`src/rtl/apb_pkg.sv`:
```
// Shared definitions for the APB master sequencer: FSM encoding, size codes and
// the peripheral bridge address map.
package apb_pkg;

  typedef enum logic [1:0] {
    IDLE   = 2'd0,
    SETUP  = 2'd1,
    ACCESS = 2'd2,
    RESP   = 2'd3
  } apb_state_e;

  localparam logic [1:0]  SZ_BYTE         = 2'b00;
  localparam logic [1:0]  SZ_HALF         = 2'b01;
  localparam logic [1:0]  SZ_WORD         = 2'b10;

  localparam logic [15:0] APB_BRIDGE_BASE = 16'h2000;
  localparam logic [3:0]  APB_UART_OFFSET = 4'h0;

  // Upper half-word selects the bridge; the lower half is the peripheral offset.
  function automatic logic in_bridge(input logic [31:0] addr, input logic [15:0] base);
    return addr[31:16] == base;
  endfunction

endpackage

```
`src/rtl/apb_wait_timer.sv`:
```
// ACCESS-phase wait counter: flags expiry when PREADY has stayed low for
// TIMEOUT_CYCLES consecutive ACCESS cycles.
module apb_wait_timer #(
  parameter int TIMEOUT_CYCLES = 64
) (
  input  logic clk,
  input  logic rst,
  input  logic active_i,
  input  logic pready_i,
  output logic expired_o
);
  localparam int CW = ($clog2(TIMEOUT_CYCLES + 1) > 8) ? $clog2(TIMEOUT_CYCLES + 1) : 8;

  logic [CW-1:0] cnt_q, cnt_d;

  // Holding at zero outside ACCESS gives the clear-on-entry behaviour for free.
  always_comb begin
    cnt_d = '0;
    if (active_i && !pready_i) begin
      cnt_d = cnt_q + CW'(1);
    end
  end

  always_ff @(posedge clk) begin
    if (rst) begin
      cnt_q <= '0;
    end else begin
      cnt_q <= cnt_d;
    end
  end

  assign expired_o = active_i && !pready_i && (cnt_q == CW'(TIMEOUT_CYCLES - 1));

endmodule

```
`src/rtl/apb_master_ctrl.sv`:
```
// APB master sequencer: turns one CPU load/store into an APB SETUP/ACCESS transfer,
// stalling the pipeline until PREADY. Define APB_TIMEOUT_EN for an ACCESS timeout.
module apb_master_ctrl
  import apb_pkg::*;
#(
  parameter logic [15:0] BRIDGE_BASE    = APB_BRIDGE_BASE,
  parameter int          TIMEOUT_CYCLES = 64
) (
  input  logic        clk,
  input  logic        rst,
  input  logic        cpu_req,
  input  logic        cpu_we,
  input  logic [31:0] cpu_addr,
  input  logic [31:0] cpu_wdata,
  input  logic [1:0]  cpu_size,
  output logic        cpu_stall,
  output logic        cpu_done,
  output logic        cpu_err,
  output logic [31:0] cpu_rdata,
  output logic        PSEL,
  output logic        PENABLE,
  output logic        PWRITE,
  output logic [31:0] PADDR,
  output logic [31:0] PWDATA,
  output logic [1:0]  PSTRB,
  input  logic [31:0] PRDATA,
  input  logic        PREADY
);
  apb_state_e  state_q, state_d;
  logic [31:0] addr_q, addr_d;
  logic [31:0] wdata_q, wdata_d;
  logic [31:0] rdata_q, rdata_d;
  logic [1:0]  size_q, size_d;
  logic        we_q, we_d;
  logic        err_q, err_d;
  logic        legal;
  logic        timeout;

  assign legal = in_bridge(cpu_addr, BRIDGE_BASE);

`ifdef APB_TIMEOUT_EN
  apb_wait_timer #(
    .TIMEOUT_CYCLES(TIMEOUT_CYCLES)
  ) u_wait_timer (
    .clk      (clk),
    .rst      (rst),
    .active_i (state_q == ACCESS),
    .pready_i (PREADY),
    .expired_o(timeout)
  );
`else
  logic unused_timeout_cfg;
  assign unused_timeout_cfg = (TIMEOUT_CYCLES != 0);
  assign timeout            = 1'b0;
`endif

  always_ff @(posedge clk) begin
    if (rst) begin
      state_q <= IDLE;
    end else begin
      state_q <= state_d;
    end
  end

  always_comb begin
    state_d = state_q;
    case (state_q)
      IDLE:    if (cpu_req) state_d = legal ? SETUP : RESP;
      SETUP:   state_d = ACCESS;
      ACCESS:  if (PREADY || timeout) state_d = RESP;
      RESP:    state_d = IDLE;
      default: state_d = IDLE;
    endcase
  end

  always_comb begin
    PSEL      = (state_q == SETUP) || (state_q == ACCESS);
    PENABLE   = (state_q == ACCESS);
    cpu_done  = (state_q == RESP);
    cpu_err   = (state_q == RESP) && err_q;
    cpu_stall = (state_q == SETUP) || (state_q == ACCESS) || ((state_q == IDLE) && cpu_req);
  end

  // Transfer fields are frozen at acceptance so later CPU-side changes cannot leak onto the bus.
  always_comb begin
    addr_d  = addr_q;
    wdata_d = wdata_q;
    we_d    = we_q;
    size_d  = size_q;
    rdata_d = rdata_q;
    err_d   = err_q;
    if (state_q == IDLE && cpu_req) begin
      err_d = !legal;
      if (legal) begin
        addr_d  = cpu_addr;
        wdata_d = cpu_wdata;
        we_d    = cpu_we;
        size_d  = cpu_size;
      end
    end else if (state_q == ACCESS) begin
      if (PREADY) begin
        err_d = 1'b0;
        if (!we_q) rdata_d = PRDATA;
      end else if (timeout) begin
        err_d = 1'b1;
      end
    end
  end

  always_ff @(posedge clk) begin
    if (rst) begin
      addr_q  <= '0;
      wdata_q <= '0;
      we_q    <= 1'b0;
      size_q  <= '0;
      rdata_q <= '0;
      err_q   <= 1'b0;
    end else begin
      addr_q  <= addr_d;
      wdata_q <= wdata_d;
      we_q    <= we_d;
      size_q  <= size_d;
      rdata_q <= rdata_d;
      err_q   <= err_d;
    end
  end

  assign PADDR     = addr_q;
  assign PWDATA    = wdata_q;
  assign PWRITE    = we_q;
  assign PSTRB     = size_q;
  assign cpu_rdata = rdata_q;

endmodule

```
`config.mk`:
```
export PLATFORM = sky130hd
export DESIGN_NAME = apb_master_ctrl
export DESIGN_NICKNAME = d
export VERILOG_FILES = /design/src/rtl/apb_pkg.sv /design/src/rtl/apb_wait_timer.sv /design/src/rtl/apb_master_ctrl.sv
export SDC_FILE = /design/constraint.sdc
export NUM_CORES = 1
export LEC_CHECK = 0
export BUFFER_PORTS_ARGS = -buffer_cell sky130_fd_sc_hd__buf_2
export CORE_ASPECT_RATIO = 1.25
export CORE_MARGIN = 2
export CORE_UTILIZATION = 35
export CTS_BUF_LIST = sky130_fd_sc_hd__clkbuf_16
export DETAILED_ROUTE_END_ITERATION = 12
export SKIP_CTS_REPAIR_TIMING = 1
export SYNTH_ARGS = -nofsm -noshare
export SYNTH_HDL_FRONTEND = slang
export SYNTH_SLANG_ARGS = --single-unit
```
`constraint.sdc`:
```
create_clock -name clk -period 1.9 [get_ports clk]
set_input_delay 0.285 -clock clk [delete_from_list [all_inputs] [get_ports clk]]
set_output_delay 0.285 -clock clk [all_outputs]
set_load 0.05 [all_outputs]
```
==> flow_metrics.py <==
metrics = {
    "timing": {
        "rsz0062_at_grt": "false",
        "worstMarginPinSlew_ps": 618,
        "skew_ps": 4.08,
        "fmax_ghz": 0.563,
        "slew_headroom": 0.588,
        "final.min_clock_period_ps": 1780,
        "setup_ws_ps": 122,
        "hold_viol": 0,
        "slew_viol_final": 0,
        "finalSetupTns_ps": 0,
        "finalCritPeriodShare": 0.936,
        "finalSetupViolCount": 0,
    },
    "cells_and_area": {
        "utilization": 0.483,
        "final_cell_mix": "buf_2, nand2b_1, dfxtp_1, nand2_1, mux2i_1",
        "diodes": 0,
        "nets": 726,
        "area.sequential_sq_mm": 0.00204,
        "mostFrequentLayoutCell": "buf_2",
        "finalNonFillerCells": 763,
        "area_growth_syn_to_layout_pct": 36.7,
        "multi_input_area_sq_mm": 0.00187,
        "drive_gt1_frac": 0.373,
        "nFillCells": 1140,
    },
    "setup_path": {
        "path_max_fanout": 4,
        "critPathRequiredTime_ps": 1620,
        "cp.arrival_ps": 1490,
        "worst_path_largest_cell_delay_ps": 310,
        "critPathSlowestCell": "dfxtp_1",
        "start_kind": "register",
        "ff2ff_setup_slack_ps": 190,
        "path_class": "register to output pin",
        "endpoint_kind": "output pin",
        "crit_chain": "inv_1 -> ha_2 -> nand2_1 -> buf_4 -> nand2b_1 -> clkbuf_4",
    },
    "floorplan": {
        "fp.dieH_um": 125,
        "die_width_um": 100,
        "io_pins": 207,
        "rows": 44,
        "start_util": 0.354,
        "core_sq_mm": 0.0115,
        "dieArea_sq_mm": 0.0125,
    },
    "global_route": {
        "antenna_found_initial": 1,
        "grt_max_degree": 78,
        "overflow": 0,
        "grt_use_total": 0.163,
        "grt_pass1_vias": 3392,
        "grt_pass1_wl_um": 16200,
    },
    "yosys": {
        "synth_fp_nets": 532,
        "synth_area_sq_mm": 0.00407,
        "ys_types": 27,
        "synth_seq_cells": 102,
        "syn_avg_cell_area_sq_um": 9.55,
        "yosysWarnings": 0,
        "netlist_instances": 426,
        "yosysSeqAreaShare": 0.502,
    },
    "routing": {
        "drt_iter0_markers": 83,
        "wl_per_cell_um": 13.3,
        "drc": 0,
        "vias_per_cell": 4.54,
        "ant_nets": 0,
        "drt_first_pass_iters": 4,
        "via_count": 3461,
        "wl_um": 10200,
    },
    "clock_network": {
        "cts_tree": "yes",
        "cts.sinks": 102,
        "cts.path.max_buffers": 2,
        "htreeDepth": 3,
        "clk_pin_slew_worst_paths_ps": 60,
        "cts_buffers": 9,
        "clock_latency_ps": 340,
        "cts-root-buf": "clkbuf_16",
    },
    "placed_design": {
        "gp_congestion": 0.785,
        "dp_hpwl_um": 7480,
        "dp_cells": 747,
        "portBuffers": 206,
        "post-place-ws_ps": 128,
    },
    "pwr": {
        "power.leakage_nw": 2.47,
        "power_mw": 5.30,
        "switching_share": 0.313,
        "peakVddDrop_uv": 491,
        "p_int_mw": 3.64,
        "power_density_mw_per_mm2": 953,
        "power.switching_mw": 1.66,
        "p_comb_frac": 0.236,
        "p_seq_frac": 0.432,
        "power_frac_clock": 0.332,
    },
    "min_path": {
        "hold_path.class": "input port to register",
    },
    "run": {
        "drv_cap": 0,
    },
    "status": {
        "outcome": "complete, no violations",
    },
}
path summary, 6_finish.rpt:
check                                                 from                         end  cells after the start
worst max-delay path               state_q[0]$_SDFFE_PP0P_                   cpu_stall                      6
worst min-delay path                            PRDATA[12]  cpu_rdata[12]$_SDFFE_PP0P_                      3
worst max register to register     state_q[0]$_SDFFE_PP0P_  cpu_rdata[19]$_SDFFE_PP0P_                      7
worst min register to register  cpu_rdata[28]$_SDFFE_PP0P_  cpu_rdata[28]$_SDFFE_PP0P_                      2
registers in the layout, summed over array words and instances (netlist names):
signal,flops
PADDR,32
PWDATA,32
PSTRB,2
cpu_rdata,32
err_q,1
state_q,2
PWRITE,1
layer usage:
metal | part of all wire | vias to the layer above | global-route usage | routed length (um)
met5 | 0.0013 | - | 0 | 13
met4 | 0.030 | 2 | 0.0790 | 306
met3 | 0.060 | 22 | 0.0471 | 611
met2 | 0.50 | 105 | 0.279 | 5120
met1 | 0.41 | 1563 | 0.181 | 4130
li1 | - | 1769 | - | -
power groups by stage:
stage	sequential, mW	clock (mW)	combinational (mW)
after global routing	2.30	1.90	1.35
after detailed placement	2.34	0	1.25
after floorplan	2.59	0	0.606
after CTS	2.29	1.82	1.25
final	2.29	1.76	1.25
after global placement	2.33	0	1.23
layout make-up:
cell class                      instances  area share
Sequential cell                       102       0.367
Multi-Input combinational cell        289       0.336
Timing Repair Buffer                  214       0.213
Clock buffer                            9      0.0405
Tap cell                              138      0.0310
Clock inverter                          7      0.0103
Inverter                                4     0.00270
Yosys cell counts:
master,n,area [sq um]
o41ai_1,1,8.76
or3b_2,1,8.76
nor4b_2,1,15.0
dfxtp_1,102,2040
a221oi_1,1,8.76
nor3b_2,1,12.5
ha_1,3,37.5
clkbuf_1,20,75.1
nand2b_1,103,644
and2_1,1,6.26
inv_1,4,15.0
mux2i_1,51,510
o21ba_2,1,10.0
buf_2,6,30.0
nand2_1,66,248
nor2_1,2,7.51
nor4_1,3,18.8
nor3b_1,15,113
buf_4,2,15.0
nand4_1,1,6.26
a21oi_1,33,165
buf_6,1,11.3
buf_8,2,30.0
nand3b_1,1,7.51
o22ai_1,1,6.26
nand3_1,2,10.0
nor2_2,1,6.26
critical path, delay by kind of cell, from the launching register on:
family	cells	cell delay [ps]
fa+ha+maj	1	220
buf+inv	3	500
flops	1	310
simple gates	2	130
per-stage QoR:
step	instance area [sq um]	hold slack (ps)
final	5560	183
after global routing	5560	173
after CTS	5560	165
after detailed placement	5280	443
after global placement	5280	439
after floorplan	4070	421
kinds of logic after synthesis:
logic type      synth area share
flops                      0.502
simple gates               0.271
compound gates            0.0489
mux                        0.125
buf+inv                   0.0434
fa+ha+maj                0.00923
(Power assumes the default switching activity.)
